**config.mk**
```make
export PLATFORM = sky130hd
export DESIGN_NAME = spi_frame_receiver
export DESIGN_NICKNAME = d
export VERILOG_FILES = /design/src/rtl/spi_frame_receiver.sv
export SDC_FILE = /design/constraint.sdc
export NUM_CORES = 1
export LEC_CHECK = 0
export ABC_AREA = 1
export ABC_CLOCK_PERIOD_IN_PS = 3000
export BUFFER_PORTS_ARGS = -buffer_cell sky130_fd_sc_hd__clkbuf_2
export CAP_MARGIN = 20
export CORE_MARGIN = 3
export CORE_UTILIZATION = 52
export CTS_CLUSTER_SIZE = 10
export DETAILED_ROUTE_END_ITERATION = 10
export PLACE_DENSITY = 0.75
export SETUP_SLACK_MARGIN = 0.3
export SLEW_MARGIN = 20
export SYNTH_ARGS = -nofsm -noshare
export SYNTH_HDL_FRONTEND = slang
export SYNTH_SLANG_ARGS = --single-unit
export TNS_END_PERCENT = 30
```
**constraint.sdc**
```tcl
create_clock -name clk -period 3 [get_ports clk]
set_clock_uncertainty 0.15 [all_clocks]
set_input_delay 0.45 -clock clk [delete_from_list [all_inputs] [get_ports clk]]
set_output_delay 0.45 -clock clk [all_outputs]
set_load 0.1 [all_outputs]
```
**src/rtl/spi_frame_receiver.sv**
```systemverilog
// SPI target receiver for 40-bit configuration frames (header/addr/cmd/data, MSB first).
// Pins are synchronised into clk, deserialised, validated and reported with one-cycle strobes.
module spi_frame_receiver #(
    parameter logic [7:0]  HEADER_BYTE = 8'hFF,
    parameter logic [7:0]  CMD_BYTE    = 8'h01,
    parameter int unsigned SYNC_STAGES = 2
) (
    input  logic        clk,
    input  logic        reset,
    input  logic        spi_cs_l,
    input  logic        spi_sclk,
    input  logic        spi_data,
    output logic [15:0] rx_addr,
    output logic [7:0]  rx_data,
    output logic        rx_valid,
    output logic        rx_err,
    output logic [1:0]  err_code,
    output logic [5:0]  bit_count,
    output logic        busy,
    output logic [15:0] frame_count
);

    typedef enum logic [1:0] {
        ST_IDLE,
        ST_SHIFT,
        ST_WAIT_CS
    } state_t;

    state_t                 r_state;
    logic [SYNC_STAGES-1:0] r_cs_sync;
    logic [SYNC_STAGES-1:0] r_sclk_sync;
    logic [SYNC_STAGES-1:0] r_data_sync;
    logic                   r_cs_d;
    logic                   r_sclk_d;
    logic                   r_overrun;
    logic [38:0]            r_shift;

    logic                   w_cs_s;
    logic                   w_sclk_s;
    logic                   w_data_s;
    logic                   w_cs_rise;
    logic                   w_cs_fall;
    logic                   w_sclk_rise;
    logic [39:0]            w_word;
    logic                   w_last_bit;

    assign w_cs_s      = r_cs_sync[SYNC_STAGES-1];
    assign w_sclk_s    = r_sclk_sync[SYNC_STAGES-1];
    assign w_data_s    = r_data_sync[SYNC_STAGES-1];
    assign w_cs_rise   = w_cs_s & ~r_cs_d;
    assign w_cs_fall   = ~w_cs_s & r_cs_d;
    assign w_sclk_rise = w_sclk_s & ~r_sclk_d;
    // r_shift holds the first 39 bits; the 40th is taken straight from the synchroniser
    // so the frame can be judged on the same edge that delivers it.
    assign w_word      = {r_shift, w_data_s};
    assign w_last_bit  = w_sclk_rise && (bit_count == 6'd39);

    always_ff @(posedge clk or posedge reset) begin
        if (reset) begin
            r_cs_sync   <= '0;
            r_sclk_sync <= '0;
            r_data_sync <= '0;
            r_cs_d      <= 1'b0;
            r_sclk_d    <= 1'b0;
        end else begin
            r_cs_sync   <= {r_cs_sync[SYNC_STAGES-2:0], spi_cs_l};
            r_sclk_sync <= {r_sclk_sync[SYNC_STAGES-2:0], spi_sclk};
            r_data_sync <= {r_data_sync[SYNC_STAGES-2:0], spi_data};
            r_cs_d      <= w_cs_s;
            r_sclk_d    <= w_sclk_s;
        end
    end

    always_ff @(posedge clk or posedge reset) begin
        if (reset) begin
            r_state     <= ST_IDLE;
            r_shift     <= '0;
            r_overrun   <= 1'b0;
            rx_addr     <= '0;
            rx_data     <= '0;
            rx_valid    <= 1'b0;
            rx_err      <= 1'b0;
            err_code    <= '0;
            bit_count   <= '0;
            busy        <= 1'b0;
            frame_count <= '0;
        end else begin
            rx_valid <= 1'b0;
            rx_err   <= 1'b0;
            case (r_state)
                ST_IDLE: begin
                    bit_count <= '0;
                    busy      <= 1'b0;
                    if (w_cs_fall) begin
                        r_state   <= ST_SHIFT;
                        busy      <= 1'b1;
                        r_shift   <= '0;
                        r_overrun <= 1'b0;
                    end
                end
                ST_SHIFT: begin
                    if (w_sclk_rise) begin
                        r_shift   <= w_word[38:0];
                        bit_count <= bit_count + 6'd1;
                    end
                    if (w_last_bit) begin
                        if (w_word[39:32] != HEADER_BYTE) begin
                            rx_err   <= 1'b1;
                            err_code <= 2'd1;
                        end else if (w_word[15:8] != CMD_BYTE) begin
                            rx_err   <= 1'b1;
                            err_code <= 2'd2;
                        end else begin
                            rx_valid    <= 1'b1;
                            rx_addr     <= w_word[31:16];
                            rx_data     <= w_word[7:0];
                            frame_count <= frame_count + 16'd1;
                        end
                        // A cs rise in the same cycle completes the frame and closes it.
                        if (w_cs_rise) begin
                            r_state   <= ST_IDLE;
                            busy      <= 1'b0;
                            bit_count <= '0;
                        end else begin
                            r_state <= ST_WAIT_CS;
                        end
                    end else if (w_cs_rise) begin
                        rx_err    <= 1'b1;
                        err_code  <= 2'd3;
                        bit_count <= '0;
                        busy      <= 1'b0;
                        r_state   <= ST_IDLE;
                    end
                end
                ST_WAIT_CS: begin
                    if (w_sclk_rise && !r_overrun) begin
                        rx_err    <= 1'b1;
                        err_code  <= 2'd3;
                        r_overrun <= 1'b1;
                    end
                    if (w_cs_rise) begin
                        r_state   <= ST_IDLE;
                        busy      <= 1'b0;
                        bit_count <= '0;
                    end
                end
                default: begin
                    r_state <= ST_IDLE;
                    busy    <= 1'b0;
                end
            endcase
        end
    end

endmodule

```
**Word level (Yosys, flattened, before mapping)**

Index checks and enable logic that the tools add are counted.

- Register bits: 101
- Output and inout port bits: 51
- Word-level logic and storage cells: 87

- Add/subtract/negate cells: 2
- Equality and inequality tests: 13
- Multiplexer cells: 34
- Bitwise gates (word level): 8
- Reduce and logical (&&, ||, !) cells: 14

Operator list:

| kind | number |
|---|---|
| $mux W39 | 2 |
| $pmux W39 S2 | 1 |
| $mux W2 | 9 |
| $mux W6 | 3 |
| $pmux W6 S3 | 1 |
| $add A16 B1 Y16 const B | 1 |
| $mux W1 | 13 |
| $reduce_and A3 Y1 | 3 |
| $ne A2 B2 Y1 const B | 4 |
| $ne A8 B1 Y1 const B | 1 |
| $ne A8 B8 Y1 const B | 1 |
| $reduce_and A4 Y1 | 2 |
| $add A6 B1 Y6 const B | 1 |
| $eq A6 B6 Y1 const B | 1 |
| $ne A3 B3 Y1 const B | 2 |
| $pmux W1 S2 | 3 |
| $pmux W2 S3 | 1 |
| $reduce_bool A2 Y1 | 3 |
| $not A1 Y1 | 5 |
| $ne A4 B4 Y1 const B | 1 |
| $pmux W2 S2 | 1 |
| $and A1 B1 Y1 | 3 |
| $reduce_bool A3 Y1 | 1 |
| $eq A2 B1 Y1 const B | 1 |
| 6 further kinds | 7 |

**Longest topological paths before layout**

- Depth after elaboration: 5
- Gate-level depth with buffers: 10
- Gate-level depth less buffers: 9

**Least setup slack after synthesis**

No wires, ideal clock.

- Path type: register to register
- Start point: reg bit_count[1]
- End point: reg rx_addr[0]
- Library setup time: 0.125 ns
- Arrival: 2.072 ns
- Required time: 2.725 ns
- Slack: 0.653 ns
- Cell stages (with the launch flop): 10
- Period minus slack after synthesis: 2.347 ns
- Path through: dfrtp_1 > ha_1 > nand2_1 > nor2_1 > nand2_1 > nor2_2 > nand2_4 > buf_2 > nand2_1 > o21ai_1

- Word-level cells in the longest chain between the ends: 3

Ends and longest elaborated chain:

| element | RTL line | source |
|---|---|---|
| start: declaration | 18 | `output logic [5:0] bit_count,` |
| start signal: assignment | 104 | `bit_count <= bit_count + 6'd1;` |
| $eq A6 B6 Y1 | 56 | `assign w_last_bit = w_sclk_rise && (bit_count == 6'd39);` |
| $logic_and A1 B1 Y1 | 56 |  |
| $reduce_and A4 Y1 (no line) | n/a |  |
| end signal: assignment | 115 | `rx_addr <= w_word[31:16];` |
| end: declaration | 13 | `output logic [15:0] rx_addr,` |

Every way passes these cells.
A chain may end at the register's enable or synchronous reset.

**Final worst setup path**

- Start point: reg r_state[1]
- End point: reg bit_count[3]

- Word-level cells in the longest chain between the ends: 3
- Elaborated cells on any way between the ends: 8

Ends and longest elaborated chain:

| element | RTL line | source |
|---|---|---|
| start: declaration | 29 | `state_t r_state;` |
| start signal: assignment | 76 | `r_state <= ST_IDLE;` |
| start signal: assignment | 95 | `r_state <= ST_SHIFT;` |
| start signal: assignment | 121 | `r_state <= ST_IDLE;` |
| $eq A2 B1 Y1, or another cell as far along | 90 | `case (r_state)` |
| $ne A3 B3 Y1 (no line), or another cell as far along | n/a |  |
| $reduce_and A3 Y1 (no line) | n/a |  |

Several ways; a longest one is shown, not always the timed one.

==> out/metrics.yaml <==
status: "finished, final reports clean"
cts_max_path_buffers: 2
place.gp.congestion: 0.8167
globalRouteTotalUtil: 0.1890
clock-sinks: 101
reg2reg_depth: 8
p_leak_uw: 0.002464
required_ps: 3080
pin_count: 56
wl_met3_um: 301
synth_adder_area_share: 0.01849
drive_above_1_share: 0.2132
synth-compound-area-share: 0.1170
maxCapViolCount: 0
start_util: 0.5379
firstDrtPassIters: 4
synthXorXnorAreaFrac: 0.02404
syn_area_per_cell_um2: 9.057
arrival_ps: 2260
finalHoldViolations: 0
worstSetupPathType: "reg -> reg"
syn-num-nets: 535
clk_latency_ps: 360
post-route-util: 0.5990
synth_top_family_by_area: "simple AND/OR/NAND/NOR gates"
cts_buffers: 9
topRoutingLayerUsed: "met4"
num_antenna_cells: 0
hold_path.class: "in -> async"
min_period_over_period: 0.7257
clkTransAtPathRegs_ps: 110
power_density_nw_per_um2: 627.1
wl_met2_um: 4234
avgRoutedWirePerCell_um: 12.71
ir_drop_mv: 0.3880
grt_max_degree: 102
areaGrowthSynthToFinish_pct: 11.36
synth_cell_types: 30
end_kind: "flop"
rows: 34
die_h_um: 101.4
rr_startpoint: "r_state[1]$_DFFE_PP0P_"
dp_hpwl_um: 5958
cp-startpoint: "r_state[1]$_DFFE_PP0P_"
vias: 3513
slew_violations: 0
die_x_um: 101.4
synth_area_um2: 4737
min_period_ps: 2177
hold_buffers: 0
cts_resized: 0
io_buffers: 55
yosysWarnings: 0
grt_pass1_vias: 3521
wl_met1_um: 4090
slew_headroom: 0.5830
viasPerCell: 5.128
placeableCoreArea_um2: 8806
endpoint: "bit_count[3]$_DFFE_PP0P_"
syn_inst: 523
clockRootBuffer: "clkbuf_8"
grt_pass1_wl_um: 15810
synthMuxAreaShare: 0
finalSetupTns_ps: 0
worst-path-max-fanout: 45
die-area_um2: 10290
finalWirelength_um: 8707
globalRouteOverflowTotal: 0
synth-seq-cells: 101
fillers: 789
worstMarginPinSlew_ps: 625.5
clock.fmax_ghz: 0.4593
rsz0062_at_grt: "false"
start_kind: "flop"
cts.htree.levels: 3
yosys.area_share.simple: 0.2169
drtIter0Drc: 148
setup_viol: 0
remaining_drc_errors: 0
r2r_slack_ps: 820
nets: 584
worst_r2r_endpoint: "bit_count[3]$_DFFE_PP0P_"
cts_tree: "yes"
ant_nets: 0
antenna_found_initial: 0
cts_setup_buffers: 0
ys_seq_area_frac: 0.5335
## power breakdown
| group | total, uW | switching, uW | internal, uW |
|---|---|---|---|
| combinational | 946 | 756 | 190 |
| sequential | 1480 | 50.4 | 1430 |
| clock | 886 | 488 | 398 |
| total | 3310 | 1290 | 2010 |
## synth_stat cells
cell        n  area [um2]
a211oi_1    1       7.510
a211oi_4    1       20.02
a21boi_4    1       18.77
a21oi_1     8       40.04
a22oi_1     1       7.510
buf_2      11       55.05
buf_4       1       7.510
buf_6       5       56.30
clkbuf_1    2       7.510
clkbuf_2    1       5.000
clkinv_1    1       3.750
dfrtp_1   101        2527
ha_1        7       87.58
inv_1      76       285.3
inv_4       1       6.260
nand2_1   110       412.9
nand2_2     1       6.260
nand2_4     1       11.26
nand3_1    40       200.2
nand3_2    20       200.2
nand3b_1    1       7.510
nand4_1     8       50.05
nor2_1     27       101.4
nor2_2      2       12.51
nor3_1      5       25.02
o21ai_0    30       150.1
o21ai_1    27       135.1
o21ai_2    20       175.2
xnor2_1     5       43.79
xor2_1      8       70.07
## routing by layer
layer | up-vias | track usage
met5 | - | 0
met4 | 0 | 0.05726
met3 | 7 | 0.04408
met2 | 55 | 0.3164
met1 | 1685 | 0.2454
li1 | 1766 | -
## worst min-delay path by stage
stage	cells after the start	to	slack (ps)
CTS	1	r_data_sync[0]$_DFF_PP0_	10
finish	3	frame_count[14]$_DFFE_PP0P_	40
global placement	0	r_sclk_sync[1]$_DFF_PP0_	180
detailed placement	0	r_data_sync[1]$_DFF_PP0_	190
global route	1	r_sclk_sync[0]$_DFF_PP0_	10
floorplan	0	r_cs_sync[1]$_DFF_PP0_	180
## metrics by stage
stage | cells | hold WS (ps) | cell area [um2] | worst slack, ps | power, uW
5_1_grt | 685 | 12.16 | 5275 | 591.7 | 3485
4_1_cts | 685 | 12.01 | 5275 | 811.8 | 3355
3_5_place_dp | 669 | 186.4 | 5070 | 846.0 | 2459
2_1_floorplan | 523 | 181.2 | 4741 | 653.1 | 2342
6_report | 685 | 41.28 | 5275 | 822.9 | 3308
3_3_place_gp | 669 | 184.7 | 5070 | 927.1 | 2434
## sequential cells by signal, summed over array words and instances (netlist names)
name         cells
rx_valid         1
r_state          2
rx_data          8
r_cs_d           1
r_sclk_d         1
r_data_sync      2
err_code         2
rx_err           1
r_overrun        1
frame_count     16
busy             1
rx_addr         16
bit_count        6
r_cs_sync        2
r_shift         39
r_sclk_sync      2
## layout make-up
class	count	area, um2	share of cell area
tap	108	135.1	0.02562
clock buffer	9	123.9	0.02348
timing repair buffer	58	322.8	0.06120
inverter	78	299.0	0.05669
multi-input combinational	324	1785	0.3385
clock inverter	7	81.33	0.01542
sequential	101	2527	0.4791
## placed cells by master (no fill, tap or decap), drive strengths merged
| master | netlist | final |
|---|---|---|
| a211oi | 2 | 2 |
| a21boi | 1 | 1 |
| a21oi | 8 | 8 |
| a22oi | 1 | 1 |
| buf | 17 | 3 |
| bufinv | 0 | 1 |
| clkbuf | 3 | 64 |
| clkinv | 1 | 3 |
| clkinvlp | 0 | 2 |
| dfrtp | 101 | 101 |
| ha | 7 | 7 |
| inv | 77 | 79 |
| nand2 | 112 | 112 |
| nand3 | 60 | 60 |
| nand3b | 1 | 1 |
| nand4 | 8 | 8 |
| nor2 | 29 | 29 |
| nor3 | 5 | 5 |
| o21ai | 77 | 77 |
| xnor2 | 5 | 5 |
| xor2 | 8 | 8 |
## kinds of logic (layout without fill, tap and decap cells)
kind of cell / count (synthesis) / count (layout)
XOR/XNOR: 13 / 13
AO/OA/AOI/OAI: 89 / 89
adder cells (fa/ha/maj): 7 / 7
AND/OR/NAND/NOR: 215 / 215
flip-flops: 101 / 101
buffers and inverters: 98 / 152
## critical path, stage by stage (launching register included)
cell and delay (ps):
dfrtp_1 430, inv_1 130, ha_2 200, buf_4 500, nand3_1 140, nand2_1 180, inv_1 130, nand3_1 100
o21ai_0 100
(Power assumes the default switching activity.)
